## src/rtl/vape_cfg_pkg.sv

```systemverilog
// vape_cfg_pkg: state encodings, config window layout and window decode helper for the VAPE config controller
package vape_cfg_pkg;
  typedef logic [2:0] state_t;
  localparam state_t IDLE  = 3'd0;
  localparam state_t ARMED = 3'd1;
  localparam state_t RUN   = 3'd2;
  localparam state_t DONE  = 3'd3;
  localparam state_t FAIL  = 3'd4;
  localparam logic [2:0] OFF_ER_MIN = 3'd0;
  localparam logic [2:0] OFF_ER_MAX = 3'd2;
  localparam logic [2:0] OFF_OR_MIN = 3'd4;
  localparam logic [2:0] OFF_OR_MAX = 3'd6;
  localparam logic [15:0] WIN_SIZE = 16'd8;
  function automatic logic in_win(input logic [15:0] a, input logic [15:0] base);
    return a >= base && a <= base + WIN_SIZE - 16'd1;
  endfunction
endpackage

```

## src/rtl/vape_region_cfg_ctrl_if.sv

```systemverilog
// vape_region_cfg_ctrl_if: CPU/DMA/monitor side signals of the VAPE config controller
interface vape_region_cfg_ctrl_if #(parameter int RUN_CNT_W = 8);
  logic [15:0] pc, data_addr, data_wdata, dma_addr;
  logic data_wr, dma_en, exec_in;
  logic [15:0] ER_min, ER_max, OR_min, OR_max;
  logic cfg_valid, run_done;
  logic [2:0] state_o;
  logic [RUN_CNT_W-1:0] run_count;
  modport master(output pc, data_addr, data_wr, data_wdata, dma_addr, dma_en, exec_in,
                 input ER_min, ER_max, OR_min, OR_max, cfg_valid, state_o, run_done, run_count);
  modport slave(input pc, data_addr, data_wr, data_wdata, dma_addr, dma_en, exec_in,
                output ER_min, ER_max, OR_min, OR_max, cfg_valid, state_o, run_done, run_count);
endinterface

```

## src/rtl/vape_cfg_regfile.sv

```systemverilog
// vape_cfg_regfile: the four region-bound registers behind the memory-mapped config window
module vape_cfg_regfile
  import vape_cfg_pkg::*;
#(
  parameter logic [15:0] CFG_BASE = 16'h0140
) (
  input  logic        clk,
  input  logic        rst,
  input  logic [15:0] addr,
  input  logic [15:0] wdata,
  input  logic        wr,
  input  logic        lock,
  output logic [15:0] er_min,
  output logic [15:0] er_max,
  output logic [15:0] or_min,
  output logic [15:0] or_max,
  output logic        cfg_hit
);
  logic [2:0] sel;
  logic we;
  assign cfg_hit = wr && in_win(addr, CFG_BASE);
  assign sel = {addr[2:1], 1'b0};
  assign we = cfg_hit && !lock;
  // bound registers: a window write lands unless the controller has locked the bounds
  always_ff @(posedge clk) begin
    if (rst) begin
      er_min <= '0;
      er_max <= '0;
      or_min <= '0;
      or_max <= '0;
    end else if (we) begin
      if (sel == OFF_ER_MIN) er_min <= wdata;
      if (sel == OFF_ER_MAX) er_max <= wdata;
      if (sel == OFF_OR_MIN) or_min <= wdata;
      if (sel == OFF_OR_MAX) or_max <= wdata;
    end
  end
endmodule

```

## src/rtl/vape_region_cfg_ctrl.sv

```systemverilog
// vape_region_cfg_ctrl: VAPE region config/sequencing controller; optional DMA lock via VAPE_CFG_DMA_LOCK_EN
module vape_region_cfg_ctrl
  import vape_cfg_pkg::*;
#(
  parameter logic [15:0] CFG_BASE      = 16'h0140,
  parameter logic [15:0] RESET_HANDLER = 16'h0000,
  parameter int          RUN_CNT_W     = 8
) (
  input logic clk,
  input logic rst,
  vape_region_cfg_ctrl_if.slave bus
);
  state_t state, nxt;
  logic [15:0] prev_pc;
  logic cfg_hit, lock, dma_hit, pc_min, in_er, done_entry;
  assign pc_min = bus.pc == bus.ER_min;
  assign in_er = bus.pc >= bus.ER_min && bus.pc <= bus.ER_max;
  assign lock = state == RUN || (state == ARMED && pc_min);
  assign bus.cfg_valid = bus.ER_min <= bus.ER_max && bus.OR_min < bus.OR_max;
  assign bus.state_o = state;
  assign done_entry = nxt == DONE && state != DONE;
`ifdef VAPE_CFG_DMA_LOCK_EN
  assign dma_hit = bus.dma_en && in_win(bus.dma_addr, CFG_BASE) &&
                   (state == ARMED || state == RUN || state == DONE);
`else
  logic unused_dma;
  assign unused_dma = ^{bus.dma_addr, bus.dma_en};
  assign dma_hit = 1'b0;
`endif
  vape_cfg_regfile #(.CFG_BASE(CFG_BASE)) u_regs (
    .clk(clk), .rst(rst), .addr(bus.data_addr), .wdata(bus.data_wdata), .wr(bus.data_wr),
    .lock(lock), .er_min(bus.ER_min), .er_max(bus.ER_max), .or_min(bus.OR_min),
    .or_max(bus.OR_max), .cfg_hit(cfg_hit)
  );
  // next state: reset handler first, then DMA lock, then per-state rules; unknown codes recover to IDLE
  always_comb begin
    nxt = IDLE;
    if (bus.pc == RESET_HANDLER) nxt = IDLE;
    else if (dma_hit) nxt = FAIL;
    else if (state == IDLE) nxt = bus.cfg_valid && !cfg_hit ? ARMED : IDLE;
    else if (state == ARMED) nxt = pc_min ? RUN : cfg_hit ? IDLE : ARMED;
    else if (state == RUN) nxt = cfg_hit || !bus.exec_in ? FAIL : in_er ? RUN : prev_pc == bus.ER_max ? DONE : FAIL;
    else if (state == DONE) nxt = pc_min && bus.cfg_valid ? RUN : cfg_hit ? IDLE : DONE;
    else if (state == FAIL) nxt = cfg_hit ? IDLE : pc_min && bus.cfg_valid ? RUN : FAIL;
  end
  // state, previous pc and completed-run bookkeeping
  always_ff @(posedge clk) begin
    if (rst) begin
      state <= IDLE;
      prev_pc <= '0;
      bus.run_done <= 1'b0;
      bus.run_count <= '0;
    end else begin
      state <= nxt;
      prev_pc <= bus.pc;
      bus.run_done <= done_entry;
      if (done_entry && bus.run_count != {RUN_CNT_W{1'b1}}) bus.run_count <= bus.run_count + 1'b1;
    end
  end
endmodule

```

## src/flat_wrapper.sv

```systemverilog
// flat-port wrapper written by rule: the top's interface ports become plain ports
module vape_region_cfg_ctrl_flat import vape_cfg_pkg::*;
#(
  parameter logic [15:0] CFG_BASE      = 16'h0140,
  parameter logic [15:0] RESET_HANDLER = 16'h0000,
  parameter int          RUN_CNT_W     = 8
)
  (clk, rst, bus_pc, bus_data_addr, bus_data_wr, bus_data_wdata, bus_dma_addr, bus_dma_en, bus_exec_in, bus_ER_min, bus_ER_max, bus_OR_min, bus_OR_max, bus_cfg_valid, bus_state_o, bus_run_done, bus_run_count);
  vape_region_cfg_ctrl_if #(.RUN_CNT_W(RUN_CNT_W)) bus_i ();
  input logic clk;
  input logic rst;
  input wire logic [$bits(bus_i.pc)-1:0] bus_pc;
  input wire logic [$bits(bus_i.data_addr)-1:0] bus_data_addr;
  input wire logic [$bits(bus_i.data_wr)-1:0] bus_data_wr;
  input wire logic [$bits(bus_i.data_wdata)-1:0] bus_data_wdata;
  input wire logic [$bits(bus_i.dma_addr)-1:0] bus_dma_addr;
  input wire logic [$bits(bus_i.dma_en)-1:0] bus_dma_en;
  input wire logic [$bits(bus_i.exec_in)-1:0] bus_exec_in;
  output wire logic [$bits(bus_i.ER_min)-1:0] bus_ER_min;
  output wire logic [$bits(bus_i.ER_max)-1:0] bus_ER_max;
  output wire logic [$bits(bus_i.OR_min)-1:0] bus_OR_min;
  output wire logic [$bits(bus_i.OR_max)-1:0] bus_OR_max;
  output wire logic [$bits(bus_i.cfg_valid)-1:0] bus_cfg_valid;
  output wire logic [$bits(bus_i.state_o)-1:0] bus_state_o;
  output wire logic [$bits(bus_i.run_done)-1:0] bus_run_done;
  output wire logic [$bits(bus_i.run_count)-1:0] bus_run_count;
  assign bus_i.pc = bus_pc;
  assign bus_i.data_addr = bus_data_addr;
  assign bus_i.data_wr = bus_data_wr;
  assign bus_i.data_wdata = bus_data_wdata;
  assign bus_i.dma_addr = bus_dma_addr;
  assign bus_i.dma_en = bus_dma_en;
  assign bus_i.exec_in = bus_exec_in;
  assign bus_ER_min = bus_i.ER_min;
  assign bus_ER_max = bus_i.ER_max;
  assign bus_OR_min = bus_i.OR_min;
  assign bus_OR_max = bus_i.OR_max;
  assign bus_cfg_valid = bus_i.cfg_valid;
  assign bus_state_o = bus_i.state_o;
  assign bus_run_done = bus_i.run_done;
  assign bus_run_count = bus_i.run_count;
  vape_region_cfg_ctrl #(.CFG_BASE(CFG_BASE), .RESET_HANDLER(RESET_HANDLER), .RUN_CNT_W(RUN_CNT_W)) u_core (.clk(clk), .rst(rst), .bus(bus_i));
endmodule
```

## config.mk

```make
export PLATFORM = sky130hd
export DESIGN_NAME = vape_region_cfg_ctrl_flat
export DESIGN_NICKNAME = d
export VERILOG_FILES = /design/src/rtl/vape_cfg_pkg.sv /design/src/rtl/vape_region_cfg_ctrl_if.sv /design/src/rtl/vape_cfg_regfile.sv /design/src/rtl/vape_region_cfg_ctrl.sv /design/src/flat_wrapper.sv
export SDC_FILE = /design/constraint.sdc
export NUM_CORES = 1
export LEC_CHECK = 0
export CAP_MARGIN = 15
export CORE_MARGIN = 1
export CORE_UTILIZATION = 50
export CTS_CLUSTER_DIAMETER = 120
export DETAILED_ROUTE_END_ITERATION = 7
export HOLD_SLACK_MARGIN = 0.08
export PLACE_DENSITY = 0.88
export SLEW_MARGIN = 30
export SYNTH_ARGS = -nofsm -noshare
export SYNTH_HDL_FRONTEND = slang
export SYNTH_SLANG_ARGS = --single-unit
```

## constraint.sdc

```tcl
create_clock -name clk -period 6.3 [get_ports clk]
set_input_delay 1.26 -clock clk [delete_from_list [all_inputs] [get_ports clk]]
set_output_delay 1.26 -clock clk [all_outputs]
set_load 0.05 [all_outputs]
```

# Word level (Yosys, flattened, before mapping)
# Index checks and enable logic that the tools add are counted.
[totals]
reg_bits = 92
latchBits = 0
ramBits = 0
rom_bits = 0
input_bits = 69
out_inout_bits = 77
n_memories = 0
[op_classes]
addsub = 1
n_mul = 0
div_mod_pow = 0
order_cmp = 6
eq_ne = 12
shifts = 0
muxes = 16
bitwise_logic = 0
n_reduce_logical = 22
[op_table]
columns = ["operator", "n"]
rows = [
  ["3-bit two-way mux", 13],
  ["16-bit equality test", 2],
  ["16-bit less-or-equal comparator", 2],
  ["16-bit greater-or-equal comparator", 1],
  ["16-bit by 9-bit greater-or-equal comparator with 1-bit output, second input constant", 1],
  ["16-bit by 9-bit less-or-equal comparator with 1-bit output, second input constant", 1],
  ["16-bit logical NOT", 1],
  ["16-bit less-than comparator", 1],
  ["1-bit logical AND", 10],
  ["3-bit by 2-bit equality test with 1-bit output, second input constant", 3],
  ["8-bit by 1-bit adder with 8-bit output, second input constant", 1],
  ["8-bit != test, second input constant", 1],
  ["2-bit AND reduction", 4],
  ["3-bit logical NOT", 2],
  ["2-bit equality test, second input constant", 2],
  ["3-bit by 1-bit equality test with 1-bit output, second input constant", 1],
  ["3-bit equality test, second input constant", 1],
  ["1-bit logical NOT", 3],
  ["3-bit by 2-bit != test with 1-bit output, second input constant", 1],
  ["2-bit by 1-bit equality test with 1-bit output, second input constant", 1],
  ["1-bit logical OR", 2],
  ["1-bit two-way mux", 2],
  ["2-bit two-way mux", 1],
]

# Longest topological paths before layout
# Gate-level depths: netlist (run 1).
[logic_depth]
word_depth = 14
mapped_depth = 13
depth_no_buf = 11

# Modules after synthesis
# From an unflattened synthesis (run 1), not the netlist that was laid out.
[hier_totals]
cells_unflattened = 609
area_unflattened_um2 = 5601.6
[by_module_without_submodules]
columns = ["mod", "n_inst", "cells_per_inst", "area_each_um2", "seq_area_each_um2"]
rows = [
  ["vape_region_cfg_ctrl", 1, 355, 2954.1, 560.5],
  ["vape_cfg_regfile", 1, 254, 2647.5, 1281.2],
]

# Worst setup path before layout (run 1)
# Ideal clock, no wire load.
[synth_path]
kind = "register -> output"
startpoint = "reg u_core.u_regs.er_max[5]"
endpoint = "out bus_cfg_valid"
arrival_ps = 3109
required_time_ps = 5040
setup_slack_ps = 1931
path_stages_with_launch = 8
n_path_buf = 0
path_cell_list = "dfxtp_1 > inv_1 > ha_1 > a21oi_1 > o21ai_1 > a221o_1 > o31a_1 > nor3_1"
[synth_between]
elab_chain_cells = 2
[synth_rtl]
columns = ["item", "line", "text"]
rows = [
  ["start, declared", "vape_cfg_regfile.sv:14", "output logic [15:0] er_max,"],
  ["start signal, assigned", "vape_cfg_regfile.sv:33", "if (sel == OFF_ER_MAX) er_max <= wdata;"],
  ["16-bit less-or-equal comparator", "vape_region_cfg_ctrl.sv:19", "assign bus.cfg_valid = bus.ER_min <= bus.ER_max && bus.OR_min < bus.OR_max;"],
  ["1-bit logical AND", "vape_region_cfg_ctrl.sv:19", ""],
  ["end, declared", "flat_wrapper.sv:23", "output wire logic [$bits(bus_i.cfg_valid)-1:0] bus_cfg_valid;"],
]
# No other way between the ends.

# Worst setup path in the final report (run 1)
[layout_path]
startpoint = "reg u_core.u_regs.er_max[10]"
endpoint = "out bus_cfg_valid"
# Same word-level chain as after synthesis.

==> run_results.csv, run 1 <==
group,metric,value,unit
sta,fin_crit,4.79,ns
global_route,grt_max_degree,94,
place,dp_hpwl,11.1,mm
setup_path,path_max_fanout,4,
global_route,grt_use_total,27.1,%
sta,slew_viol_final,0,
pwr,p_leak,0.00238,uW
run,cap_violations,0,
synthesis,synth_top_area_cell,"dfxtp_1",
global_route,gr-total-overflow,0,
synthesis,synthCells,648,
clock_network,root_buffer,"clkbuf_8",
synthesis,synth_nets,781,
layout,drive_gt1_share,5.07,%
clock_network,holdBufCountCts,0,
layout,fin_nets,897,
synthesis,synth_flop_cell,"dfxtp_1",
layout,stdcell_count,902,
synthesis,synth_seq_area_share,35.2,%
die,die_area,10900,um2
min_path,holdPathEnd,"u_core.u_regs.or_max[11]",
clock_network,cts_setup_buffers,0,
synthesis,syn_area,5230,um2
sta,slew_headroom,36.0,%
setup_path,worstSetupStartpointType,"flip-flop",
sta,setup-violations-final,0,
synthesis,synth_top_area_share,35.2,%
route,dr_total_vias,5057,
route,ant_nets,0,
clock_network,postCtsResizedCells,0,
sta,rsz0062_at_grt,"false",
place,dp_slack,1.72,ns
pwr,power_frac_comb,8.9,%
setup_path,r2r-end,"u_core.bus.run_count[3]",
place,place_inst,886,
pwr,power.switching_fraction,23.2,%
synthesis,synth_area_per_cell,8.07,um2
synthesis,postSynth.asyncResetShare,0,%
sta,finalHoldViolations,0,
synthesis,synth_compound_area_share,15.6,%
place,io_buffers,127,
place,routabilityCongestion,0.910,
min_path,hold_class,"flip-flop to flip-flop",
setup_path,cp.arrival,3.53,ns
clock_network,clock-sinks,92,
global_route,grt_pass1_vias,4887,
clock_network,cts_buffer_depth,2,
synthesis,ys_top_cells_by_count,"nand2_1 (146), a21oi_1 (97), dfxtp_1 (92)",
setup_path,end_kind,"primary output",
route,drt-total-wl,14.6,mm
synthesis,yosys.cell_types.count,57,
layout,antennaDiodeCount,0,
pwr,power.switching,253,uW
pwr,powerDensity,161,nW/um2
synthesis,synth_adder_area_share,15.3,%
die,initial_utilization,52.5,%
setup_path,critical_path_class,"flip-flop to primary output",
sta,fin_crit_sh,76.0,%
clock_network,htree_levels,3,
min_path,hp-start,"u_core.u_regs.or_max[11]",
clock_network,clk_latency,0.36,ns
sta,worst_slew_pin_slew,0.960,ns
global_route,grt_pass1_wl,23.6,mm
route,routedWlPerCell,16.2,um
setup_path,r2r-start,"u_core.u_regs.er_max[10]",
sta,setup_ws,1.51,ns
clock_network,cts_buffers,9,
setup_path,critical_path_required,5.04,ns
status,status,"completed",
die,die_w,104,um
die,pin_count,146,
synthesis,yosysMostFrequentCell,"nand2_1",
route,drtIter0Drc,377,
synthesis,synthMuxAreaShare,0.215,%
global_route,antenna_found_initial,0,
synthesis,synth_area_leaders,"dfxtp_1 (35%), ha_1 (15%), nand2_1 (10%)",
die,num_rows,36,
pwr,p_int,838,uW
synthesis,synth_edf_count,0,
synthesis,synth_top_family_by_area,"simple AND/OR/NAND/NOR gates",
setup_path,rr_worst_depth,11,
route,drt-vias-per-instance,5.61,
synthesis,synth-seq-cells,92,
sta,skew,0.00914,ns
clock_network,clk_pin_slew,0.08,ns
layout,syn2layout_area_growth,29.2,%
route,drc,0,
layout,utilization,67.9,%
clock_network,cts_tree,"built",
die,die-height,104,um
die,core_area,9950,um2
sta,fmax,0.209,GHz
synthesis,synth_simple_gate_area_share,24.6,%
min_path,min_path_cells,2,
pwr,seqPwrFrac,54.0,%
synthesis,yosys.area_share.xor_xnor,2.68,%
pwr,ir_drop,0.102,mV
synthesis,ys_warn_count,0,
route,first_pass_iters,6,
setup_path,worst-r2r-setup-slack,2.79,ns
sta,fin_setup_tns,0,ns
pwr,clkPwrFrac,37.2,%
==> stage by stage <==
stage / instance area (um2) / total power [uW] / hold slack (ns)
after floorplan: 5230 / 645 / 0.675
after global placement: 6560 / 694 / 0.452
after detailed placement: 6560 / 698 / 0.459
after CTS: 6760 / 1100 / 0.475
after global routing: 6760 / 1130 / 0.489
final: 6760 / 1090 / 0.475
==> cells in the final DEF (no fill, tap or decap), drive strengths merged, types with 3 or more instances in the layout <==
cell	Yosys	layout
nand2	146	146
clkdlybuf4s50	0	126
a21oi	98	98
dfxtp	92	92
ha	64	64
inv	52	52
nand4	20	20
nor2b	18	18
nor2	18	18
xnor2	16	16
nand3	13	13
nor4	13	13
clkbuf	23	11
o21ai	9	9
o31ai	6	6
or4	5	5
or3	5	5
clkinv	0	4
buf	2	4
nor3	3	3
a21o	3	3
a31oi	3	3
nand2b	3	3
==> worst max-delay path, stage by stage, from the launching register on <==
cell	delay [ns]
dfxtp_1	0.47
inv_1	0.12
ha_1	0.34
nand4_1	0.16
nor4_1	0.47
nand4_1	0.16
o31a_1	0.17
nor3_1	0.40
clkdlybuf4s50_1	0.88
==> layout make-up <==
cell class,instances,area (um2)
inverter,52,195
clock buffer,11,151
sequential,92,1840
fill,808,3200
multi-input combinational,479,3070
tap,133,166
clock inverter,5,50.0
timing repair buffer,130,1290
==> routing by layer <==
layer | vias to the layer above | global-route usage (%) | part of all wire (%)
li1 | 2480 | - | -
met1 | 2328 | 34.3 | 43
met2 | 209 | 44.3 | 47
met3 | 40 | 5.08 | 7.0
met4 | 0 | 12.8 | 3.4
met5 | - | 0 | 0
==> worst max path at each step <==
stage | startpoint | end | cells past startpoint
after floorplan | u_core.u_regs.er_max[5] | bus_cfg_valid | 7
after global placement | bus_pc[14] | u_core.bus.run_count[4] | 11
after detailed placement | bus_pc[14] | u_core.bus.run_count[3] | 11
after CTS | u_core.u_regs.er_max[10] | bus_cfg_valid | 8
after global routing | u_core.u_regs.er_max[10] | bus_cfg_valid | 8
final | u_core.u_regs.er_max[10] | bus_cfg_valid | 8
==> registers in the layout, summed over array words and instances, names as in the netlist <==
signal and flops:
u_core.u_regs.or_max 16, u_core.bus.state_o 3, u_core.u_regs.er_min 16, u_core.prev_pc 16
u_core.u_regs.er_max 16, u_core.bus.run_count 8, u_core.u_regs.or_min 16, u_core.bus.run_done 1
==> power groups by stage <==
stage | Clock (uW) | Combinational [uW] | Sequential, uW
2_1_floorplan | 0 | 42.8 | 602
3_3_place_gp | 0 | 91.5 | 602
3_5_place_dp | 0 | 95.3 | 602
4_1_cts | 412 | 95.8 | 589
5_1_grt | 438 | 105 | 589
6_report | 406 | 96.7 | 589
==> kinds of logic (layout without fill, tap and decap cells) <==
| group | count (synthesis) | count (layout) |
|---|---|---|
| AO/OA/AOI/OAI | 137 | 137 |
| XOR/XNOR | 16 | 16 |
| adder cells (fa/ha/maj) | 64 | 64 |
| flip-flops | 92 | 92 |
| buffers and inverters | 77 | 198 |
| multiplexers | 1 | 1 |
| AND/OR/NAND/NOR | 261 | 261 |
No activity file was read; power rests on OpenSTA's default activity.
==> run 2, diff against run 1 <==
Settings changed: CORE_UTILIZATION 50 to 49, PLACE_DENSITY 0.88 to 0.86.
Clock period 6.3 ns to 4.7 ns, I/O delays scaled along.
==> run 2 against run 1 <==
Net effect:
- cell count is 0.44% higher
- worst hold slack worse by 0.0018 ns
- critical path type unchanged
- die area is 2.0% higher
- clock skew about the same
- sequential power rose by 34%
- clock power grew 29%
- combinational power increased by 31%
- core utilization fell by 2.4 points
- worst setup slack got worse by 1.3 ns
- sequential cell count did not move
==> run_results.csv, run 2 (synthesized netlist as in run 1, its figures left out) <==
group,metric,value,unit
status,status,"completed",
global_route,grt_pass1_wl,23.9,mm
sta,finalHoldWorstSlack,0.473,ns
setup_path,r2r-start,"u_core.u_regs.er_max[15]",
die,die_area,11100,um2
setup_path,end_kind,"primary output",
layout,final_cell_mix,"nand2_1 (146), clkdlybuf4s50_1 (126), a21oi_1 (97), dfxtp_1 (92), ha_1 (64)",
die,die_w,105,um
route,first_pass_iters,5,
layout,drive_gt1_share,5.19,%
route,drtIter0Drc,317,
layout,syn2layout_area_growth,29.2,%
global_route,gr-total-overflow,0,
place,io_buffers,127,
route,drc,0,
clock_network,clk_latency,0.36,ns
route,drt-vias-per-instance,5.54,
die,die-height,105,um
sta,finalHoldViolations,0,
run,cap_violations,0,
global_route,grt_max_degree,50,
route,routedWlPerCell,16.5,um
global_route,antenna_found_initial,0,
route,ant_nets,0,
sta,fin_setup_tns,0,ns
layout,nFillCells,859,
global_route,grt_pass1_vias,4901,
setup_path,rr_worst_depth,11,
clock_network,root_buffer,"clkbuf_8",
sta,worst_slew_pin_slew,0.842,ns
pwr,powerDensity,213,nW/um2
min_path,hp-start,"u_core.u_regs.or_min[0]",
sta,setup-violations-final,0,
pwr,p_leak,0.00237,uW
layout,layout_commonest_cell,"nand2_1",
pwr,ir_drop,0.163,mV
clock_network,cts_setup_buffers,0,
setup_path,path_max_fanout,4,
min_path,min_path_cells,2,
place,routabilityCongestion,0.887,
clock_network,cts_tree,"built",
sta,fin_crit_sh,96.0,%
place,dp_hpwl,11.5,mm
setup_path,critical_path_class,"flip-flop to primary output",
die,initial_utilization,50.7,%
sta,fmax,0.222,GHz
layout,multiInputGateArea,3070,um2
layout,fin_nets,898,
sta,fin_crit,4.51,ns
setup_path,r2r-end,"u_core.bus.run_count[4]",
die,pin_count,146,
clock_network,holdBufCountCts,0,
sta,skew,0.00869,ns
min_path,hold_class,"flip-flop to flip-flop",
setup_path,critical_path_required,3.76,ns
clock_network,cts_buffers,9,
min_path,holdPathEnd,"u_core.u_regs.or_min[0]",
clock_network,clock-sinks,92,
die,num_rows,37,
global_route,grt_use_total,27.3,%
clock_network,clk_pin_slew,0.10,ns
clock_network,htree_levels,3,
layout,antennaDiodeCount,0,
sta,slew_viol_final,0,
layout,regArea,1840,um2
route,drt-total-wl,14.9,mm
clock_network,postCtsResizedCells,0,
setup_path,cp.arrival,3.57,ns
setup_path,worst-r2r-setup-slack,1.10,ns
sta,slew_headroom,43.9,%
setup_path,worstSetupStartpointType,"flip-flop",
route,dr_total_vias,5022,
clock_network,cts_buffer_depth,2,
die,core_area,10300,um2
sta,rsz0062_at_grt,"false",
==> run 2: through the flow <==
stage,std cells,cell area (um2),power (uW),worst slack (ns),util (%)
after floorplan,648,5230,864,0.530,-
after global placement,890,6570,930,0.535,63.6
after detailed placement,890,6570,934,0.437,63.6
after CTS,906,6760,1450,0.186,65.5
after global routing,906,6760,1490,0.0497,65.5
final,906,6760,1440,0.189,65.5
==> run 2: worst max path at each step <==
stage	startpoint	slack, ns	endpoint
finish	u_core.u_regs.er_max[15]	0.19	bus_cfg_valid
global placement	bus_pc[14]	0.53	u_core.bus.run_count[4]
detailed placement	bus_pc[14]	0.44	u_core.bus.run_count[4]
CTS	u_core.u_regs.er_max[10]	0.19	bus_cfg_valid
global route	u_core.u_regs.er_max[10]	0.05	bus_cfg_valid
floorplan	u_core.u_regs.er_max[5]	0.53	u_core.bus.run_count[3]
==> run 2: area by class of cell <==
class                      instances  area share, %
clock buffer                       9           1.83
clock inverter                     7          0.963
inverter                          52           2.89
multi-input combinational        479           45.4
sequential                        92           27.3
tap                              136           2.52
timing repair buffer             131           19.2
==> run 2: critical path, stage by stage (launching register included) <==
cell and delay, ns:
dfxtp_1 0.47, inv_1 0.10, ha_1 0.31, nand4_1 0.15, nor4_1 0.57, nand4_1 0.18
o31a_1 0.19, nor3_1 0.36, clkdlybuf4s50_1 0.87
==> run 2: metal layers <==
layer	up-vias	wire length (um)	global-route usage [%]
li1	2468	-	-
met1	2369	6500	34.5
met2	172	7180	47.2
met3	13	1070	6.00
met4	0	174	6.44
met5	-	0	0
==> run 2: where the power goes <==
part	internal, uW	total [uW]	switching, uW
combinational	65.8	127	61.4
clock	207	522	315
sequential	786	790	3.29
